===== src/rtl/usb_rx_phy.sv =====
// USB full-speed receive PHY: synchronizes D+/D-, recovers bits, NRZI-decodes, unstuffs, assembles bytes.
// Latency: ~4 clock48 cycles from a line edge to its bit sample; rx_valid one cycle after the 8th bit sample.
// Backpressure: none; rx_byte/rx_valid must be consumed in the pulse cycle.
//
// Ports: clock48/reset (async, active-high); data/data_n raw D+/D- lines;
//        rx_byte/rx_valid received byte + strobe; rx_active packet-in-progress level;
//        rx_eop/rx_error end-of-packet and error pulses; bus_reset SE0-held level.
// Optional feature: define USB_RX_STUFF_CHECK_EN to flag a stuff bit that decodes as 1.
module usb_rx_phy #(
    parameter int BUS_RESET_CYCLES = 120
) (
    input  logic       clock48,
    input  logic       reset,
    input  logic       data,
    input  logic       data_n,
    output logic [7:0] rx_byte,
    output logic       rx_valid,
    output logic       rx_active,
    output logic       rx_eop,
    output logic       rx_error,
    output logic       bus_reset
);

    localparam logic [1:0] ST_IDLE   = 2'd0;
    localparam logic [1:0] ST_ACTIVE = 2'd1;
    localparam logic [1:0] ST_WAIT_J = 2'd2;

    // Line states as {D+, D-}.
    localparam logic [1:0] LS_SE0 = 2'b00;
    localparam logic [1:0] LS_K   = 2'b01;
    localparam logic [1:0] LS_J   = 2'b10;
    localparam logic [1:0] LS_SE1 = 2'b11;

    localparam int SE0_W = $clog2(BUS_RESET_CYCLES + 1);
    localparam logic [SE0_W-1:0] SE0_MAX  = SE0_W'(BUS_RESET_CYCLES);
    localparam logic [SE0_W-1:0] SE0_LAST = SE0_W'(BUS_RESET_CYCLES - 1);

    logic             d_meta, d_sync, dn_meta, dn_sync;
    logic [1:0]       line_prev;
    logic [1:0]       phase;
    logic             level_prev;   // 1 = last J/K sample was J
    logic [1:0]       state;
    logic [3:0]       hist;
    logic [2:0]       ones_cnt;
    logic [2:0]       bit_cnt;
    logic [7:0]       shifter;
    logic [SE0_W-1:0] se0_cnt;

    logic [1:0] line;
    logic       sample_en;
    logic       line_jk;
    logic       nrzi_bit;
    logic [7:0] shifter_next;

    assign line         = {d_sync, dn_sync};
    assign sample_en    = (phase == 2'd1);
    assign line_jk      = (line == LS_J) || (line == LS_K);
    assign nrzi_bit     = ~((line == LS_J) ^ level_prev);
    assign shifter_next = {nrzi_bit, shifter[7:1]};

    // Two-flop synchronizers on the raw lines.
    always_ff @(posedge clock48 or posedge reset) begin
        if (reset) begin
            d_meta  <= 1'b0;
            d_sync  <= 1'b0;
            dn_meta <= 1'b0;
            dn_sync <= 1'b0;
        end else begin
            d_meta  <= data;
            d_sync  <= d_meta;
            dn_meta <= data_n;
            dn_sync <= dn_meta;
        end
    end

    // Bit-phase recovery: realign on every line transition, sample at phase 1.
    always_ff @(posedge clock48 or posedge reset) begin
        if (reset) begin
            line_prev <= 2'b00;
            phase     <= 2'd0;
        end else begin
            line_prev <= line;
            if (line != line_prev) phase <= 2'd0;
            else                   phase <= phase + 2'd1;
        end
    end

    // Bus reset detection: saturating count of consecutive synchronized SE0 cycles.
    always_ff @(posedge clock48 or posedge reset) begin
        if (reset) begin
            se0_cnt   <= '0;
            bus_reset <= 1'b0;
        end else if (line == LS_SE0) begin
            if (se0_cnt != SE0_MAX) se0_cnt <= se0_cnt + 1'b1;
            if (se0_cnt >= SE0_LAST) bus_reset <= 1'b1;
        end else begin
            se0_cnt   <= '0;
            bus_reset <= 1'b0;
        end
    end

    // Receive FSM. The history is refilled with 1s whenever IDLE is (re)entered or
    // sees SE0/SE1, so a trailing J after an abort cannot fake the 0,0,0,1 sync tail.
    // Out of reset the synchronizers present SE0 at the first sample, which does the same.
    always_ff @(posedge clock48 or posedge reset) begin
        if (reset) begin
            state      <= ST_IDLE;
            hist       <= 4'b0000;
            ones_cnt   <= 3'd0;
            bit_cnt    <= 3'd0;
            shifter    <= 8'h00;
            level_prev <= 1'b1;
            rx_byte    <= 8'h00;
            rx_valid   <= 1'b0;
            rx_active  <= 1'b0;
            rx_eop     <= 1'b0;
            rx_error   <= 1'b0;
        end else begin
            rx_valid <= 1'b0;
            rx_eop   <= 1'b0;
            rx_error <= 1'b0;

            if (sample_en && line_jk) level_prev <= (line == LS_J);

            if (bus_reset) begin
                state     <= ST_IDLE;
                hist      <= 4'b1111;
                rx_active <= 1'b0;
            end else if (sample_en) begin
                case (state)
                    ST_IDLE: begin
                        if (line_jk) begin
                            hist <= {hist[2:0], nrzi_bit};
                            if ({hist[2:0], nrzi_bit} == 4'b0001) begin
                                state     <= ST_ACTIVE;
                                rx_active <= 1'b1;
                                ones_cnt  <= 3'd0;
                                bit_cnt   <= 3'd0;
                                shifter   <= 8'h00;
                            end
                        end else begin
                            hist <= 4'b1111;
                        end
                    end

                    ST_ACTIVE: begin
                        if (line == LS_SE1) begin
                            state     <= ST_IDLE;
                            hist      <= 4'b1111;
                            rx_active <= 1'b0;
                            rx_error  <= 1'b1;
                        end else if (line == LS_SE0) begin
                            state <= ST_WAIT_J;
                        end else if (ones_cnt == 3'd6) begin
                            // Stuff bit: never enters the shifter.
                            ones_cnt <= 3'd0;
`ifdef USB_RX_STUFF_CHECK_EN
                            if (nrzi_bit) begin
                                state     <= ST_IDLE;
                                hist      <= 4'b1111;
                                rx_active <= 1'b0;
                                rx_error  <= 1'b1;
                            end
`else
`endif
                        end else begin
                            ones_cnt <= nrzi_bit ? ones_cnt + 3'd1 : 3'd0;
                            shifter  <= shifter_next;
                            bit_cnt  <= bit_cnt + 3'd1;
                            if (bit_cnt == 3'd7) begin
                                rx_byte  <= shifter_next;
                                rx_valid <= 1'b1;
                            end
                        end
                    end

                    ST_WAIT_J: begin
                        if (line == LS_J) begin
                            state     <= ST_IDLE;
                            hist      <= 4'b1111;
                            rx_active <= 1'b0;
                            rx_eop    <= 1'b1;
                            rx_error  <= (bit_cnt != 3'd0);
                        end else if (line != LS_SE0) begin
                            // K or SE1 where the EOP's closing J belongs.
                            state     <= ST_IDLE;
                            hist      <= 4'b1111;
                            rx_active <= 1'b0;
                            rx_error  <= 1'b1;
                        end
                    end

                    default: begin
                        state     <= ST_IDLE;
                        hist      <= 4'b1111;
                        rx_active <= 1'b0;
                    end
                endcase
            end
        end
    end

endmodule


===== config.mk =====
export PLATFORM = sky130hd
export DESIGN_NAME = usb_rx_phy
export DESIGN_NICKNAME = d
export VERILOG_FILES = /design/src/rtl/usb_rx_phy.sv
export SDC_FILE = /design/constraint.sdc
export NUM_CORES = 1
export LEC_CHECK = 0
export ABC_AREA = 1
export CAP_MARGIN = 20
export CORE_MARGIN = 1.5
export CORE_UTILIZATION = 35
export CTS_CLUSTER_SIZE = 30
export DETAILED_ROUTE_END_ITERATION = 8
export RECOVER_POWER = 25
export SLEW_MARGIN = 20
export SYNTH_ARGS = -nofsm -noshare
export SYNTH_HDL_FRONTEND = slang
export SYNTH_SLANG_ARGS = --single-unit

===== constraint.sdc =====
create_clock -name clock48 -period 3.35 [get_ports clock48]
set_input_delay 0.67 -clock clock48 [delete_from_list [all_inputs] [get_ports clock48]]
set_output_delay 0.67 -clock clock48 [all_outputs]
set_load 0.03 [all_outputs]

; Word level (Yosys, flattened, before mapping)
; Index checks and enable logic that the tools add are counted.
[op_classes]
addsub = 4
n_lt_le_gt_ge = 1
n_eq_ne = 23
n_mux = 63
n_bitwise = 6
n_reduce_logical = 14
[op_table]
columns = op, count
row1 = 3-bit two-way mux, 15
row2 = 8-bit two-way mux, 5
row3 = 1-bit two-way mux, 25
row4 = 2-bit two-way mux, 9
row5 = 8-bit case mux with 2 select lines, 1
row6 = 7-bit two-way mux, 2
row7 = 7-bit AND reduction, 2
row8 = 3-bit case mux with 2 select lines, 2
row9 = 2-bit != test (second input constant), 5
row10 = 5-bit AND reduction, 2
row11 = 3-bit != test (second input constant), 3
row12 = 3-bit case mux with 3 select lines, 1
row13 = 4-bit != test (second input constant), 2
row14 = 8-bit AND reduction, 1
row15 = 7-bit by 1-bit adder with 7-bit output (second input constant), 1
row16 = 7-bit >= comparator (second input constant), 1
row17 = 7-bit != test (second input constant), 1
row18 = 3-bit by 1-bit adder with 3-bit output (second input constant), 2
row19 = 2-bit by 1-bit == test with 1-bit output (second input constant), 3
row20 = 2-bit == test (second input constant), 3
row21 = 3-bit == test (second input constant), 2
row22 = 2-bit case mux with 3 select lines, 1
row23 = 2-bit nonzero test, 3
row24 = 1-bit NOT, 5
row25 = 12 further kinds, 14
[totals]
ff_bits = 48
input_bits = 4
out_inout_bits = 13
elab_cells = 130

; Logic depth before layout (Yosys ltp)
[logic_depth]
ltp_word = 9
depth_mapped = 11
ltp_nobuf = 10

; Worst setup path before layout
; OpenSTA, ideal clock, no wires.
[synth_timing]
path_type = register -> register
start = register d_sync
end = register rx_byte[7]
setup_time_ps = 119
arrival_time_ps = 1439
required_ps = 3231
path_slack_ps = 1793
path_stages_with_launch = 9
path_buffers = 2
synth_period_minus_slack_ps = 1557
cell_sequence = dfrtp_1 -> inv_1 -> ha_1 -> buf_4 -> nor3_4 -> nand4_4 -> buf_6 -> nand2_1 -> o21ai_2
[synth_between]
elab_chain_len = 3
word_cells_on_any_way = 8
classes_between = 2 x eq/ne / 4 x bitwise / 2 x reduce/logical
[synth_rtl]
columns = element, line_no
row1 = "start, declared", 38  ; logic d_meta, d_sync, dn_meta, dn_sync;
row2 = "start signal, assigned", 70  ; d_sync <= d_meta;
row3 = "2-bit == test, or another cell as far along", 147  ; if (line == LS_SE1) begin
row4 = 1-bit NOT (no source line) or 1-bit bitwise XOR (tied branches), n/a
row5 = 7-bit AND reduction (no source line) or 1-bit NOT (tied branches), n/a
row6 = "end signal, assigned", 171  ; rx_byte <= shifter_next;
row7 = "end, declared", 16  ; output logic [7:0] rx_byte,
; Several ways; a longest one is shown, not always the timed one.
; A chain may end at the register's enable or synchronous reset.

==> results.tsv <==
stage	metric	value	unit
critical_path	Critical-path top delay cell	clkinvlp_2	
sta	worst hold margin	0.3532	ns
floorplan	Die Span Y	86.73	µm
clocking	clock root cell	clkbuf_8	
route	Pre-Repair DR Iteration Count	4	
power_and_ir_drop	Peak VDD IR	0.0001668	V
yosys	top area cells in the synthesized netlist	dfrtp_1, nand2_1, ha_1	
yosys	FFs w/ async S/R, synth	100.0	%
floorplan	Die ar.	7521	µm²
yosys	top-count cell post-synth	nand2_1	
yosys	EDFF count, synth	0	
critical_path	critical path class	in2async	
floorplan	starting density of the core	36.11	%
placed_design	routability cong.	0.8116	
power_and_ir_drop	pwr/cell area	559.5	nW/µm²
run_status	failing checks	capacitance limit, slew limit	
clocking	Max clock buf depth	2	
run_status	outcome	finished with violations	
finish	# diodes	0	
global_routing	GRT Overall Usage	13.92	%
critical_path	CP Launch Type	input port	
clocking	Reg clk slew, reported paths	0.08	ns
clocking	CTS sink cnt	47	
route	DR DRC count	0	
yosys	syn_nets	305	
sta	Final TNS setup	0	ns
sta	RSZ-0062 raised after global routing	no	
placed_design	number of buffers added on ports	16	
sta	Finish-stage setup viols	0	
clocking	TritonCTS Buffers	5	
sta	final max-slew violation count	48	
clocking	CTS tree	built	
global_routing	initial antenna violation count	0	
floorplan	# IOs	17	
clocking	# hold bufs at CTS	0	
yosys	Netlist cell types	33	
route	Routed WL	4.577	mm
critical_path	Bufs and invs on worst path	2	
power_and_ir_drop	Lkg Pwr	1.416	nW
worst_hold_path	Worst Hold Class	reg2reg	
yosys	sequential area share after synthesis	47.99	%
route	Initial DRC Count	132	
global_routing	largest net degree at the start of global routing	48	
critical_path	CP max FO	47	
critical_path	Arr. time, crit path	2.43	ns
sta	post-route clock period utilization	68.96	%
global_routing	first-pass GRT wire length	8.114	mm
clocking	htree depth	2	
route	Routed Antenna Nets	0	
flow_run	max-cap viol count	1	
clocking	Skew-Pair Late Insertion Delay	0.31	ns
finish	Area Growth Syn to Fin	12.95	%
critical_path	kind of cell adding the most delay to the critical path	buffers and inverters	
sta	post-layout minimum cycle time	2.310	ns
global_routing	final global-route overflow total	0	
finish	fin nets	322	
route	DR vias	1819	
yosys	Yosys Warn Count	0	
yosys	top cells by count, synth	nand2_1, dfrtp_1, inv_1	
route	drt via density	4.536	
floorplan	# rows	30	
sta	Fin Clk Skew	0.01176	ns
floorplan	area of the core	6794	µm²
yosys	Avg Cell Area, Syn	8.549	µm²
placed_design	hpwl dp	3.235	mm
floorplan	Die Wd	86.73	µm
clocking	CTS resizes	0	
yosys	area leader, netlist	dfrtp_1	
critical_path	Req. time, crit path	3.47	ns
yosys	Synth Cell Area	2454	µm²
finish	fraction of layout cells with a size suffix above 1	10.49	%
yosys	synthesis-stage register bit count	47	
sta	Worst-Margin Slew	2.096	ns
yosys	top_reg_cell synth	dfrtp_1	
yosys	top cell type's share of synthesized area	46.91	%
critical_path	crit-path cells	dlygate4sd3_1, clkinvlp_2	
sta	Achievable Freq	0.4329	GHz
route	drt wl/cell	11.41	µm
clocking	postcts setup bufs	0	
sta	Rel. slew slack	-40.51	%
critical_path	Crit. End Element	async pin	
sta	final hold vios	0	
yosys	Synth Instances	287	
global_routing	number of global-route vias before repair	1764	
finish	fill count	685	
critical_path	CP max stage delay	1.20	ns
-- flip-flops by register name, indices dropped and copies added (netlist names), 2 cells and up --
signal and flops:
bit_cnt 3, phase 2, line_prev 2, ones_cnt 3, se0_cnt 7, state 2
shifter 7, rx_byte 8, hist 3
-- per-stage QoR --
stage / total power, mW / setup WS, ns / instances / util (%) / instance area [µm²]
floorplan: 1.111 / 1.566 / 287 / - / 2454
global placement: 1.185 / 1.410 / 393 / 39.47 / 2681
detailed placement: 1.198 / 1.373 / 393 / 39.47 / 2681
CTS: 1.562 / 1.186 / 401 / 40.81 / 2773
global route: 1.673 / 0.6227 / 401 / 40.79 / 2771
finish: 1.551 / 1.040 / 401 / 40.79 / 2771
-- cell type report --
cell class | instances | area [µm²] | area share, %
inverter | 49 | 185.2 | 6.682
clock buffer | 7 | 86.33 | 3.115
multi-input combinational | 185 | 1037 | 37.43
sequential | 47 | 1177 | 42.48
clock inverter | 1 | 5.005 | 0.1806
timing repair buffer | 16 | 160.2 | 5.779
tap | 96 | 120.1 | 4.334
-- cell usage in the layout, fill, tap and decap left out, types with 6 or more instances in the layout --
cell type	n
ha_1	14
o21ai_2	8
dfrtp_1	46
nand2_1	81
nand4_1	16
inv_1	44
clkbuf_8	6
clkdlybuf4s50_1	13
nor2_1	25
nand3_1	8
-- per-layer routing --
metal,GRT usage [%],vias to the layer above,part of all wire (%)
met5,0,-,0
met4,4.839,0,1.6
met3,3.429,5,1.9
met2,23.15,15,49
met1,17.66,867,48
li1,-,932,-
-- cells by family (layout without fill, tap and decap cells) --
group           Yosys count  after routing  share of synthesized area, %
compound gates           21             21                         5.763
xor+xnor                  3              3                         1.071
fa+ha+maj                14             14                         7.139
buf+inv                  55             73                         9.638
flops                    47             47                         47.99
simple gates            147            147                         28.40
-- report_power, final --
group          total (mW)  leakage (nW)  switching, mW  internal [mW]
Combinational       0.493         0.743          0.343          0.150
Clock               0.364        0.0482          0.197          0.167
Sequential          0.694         0.625         0.0494          0.645
Total                1.55          1.42          0.589          0.962
-- final timing paths --
path	cells past startpoint	slack, ns	end	from
worst min-delay path	0	0.35	d_sync	d_meta
worst max register to register	9	1.36	bit_cnt[0]	state[1]
worst min register to register	0	0.35	d_sync	d_meta
min in group asynchronous	2	1.36	se0_cnt[0]	reset
worst max-delay path	2	1.04	d_sync	reset
max in group clock48	1	1.19	bus_reset	bus_reset
Note: power is estimated with default switching activity, not from simulation.
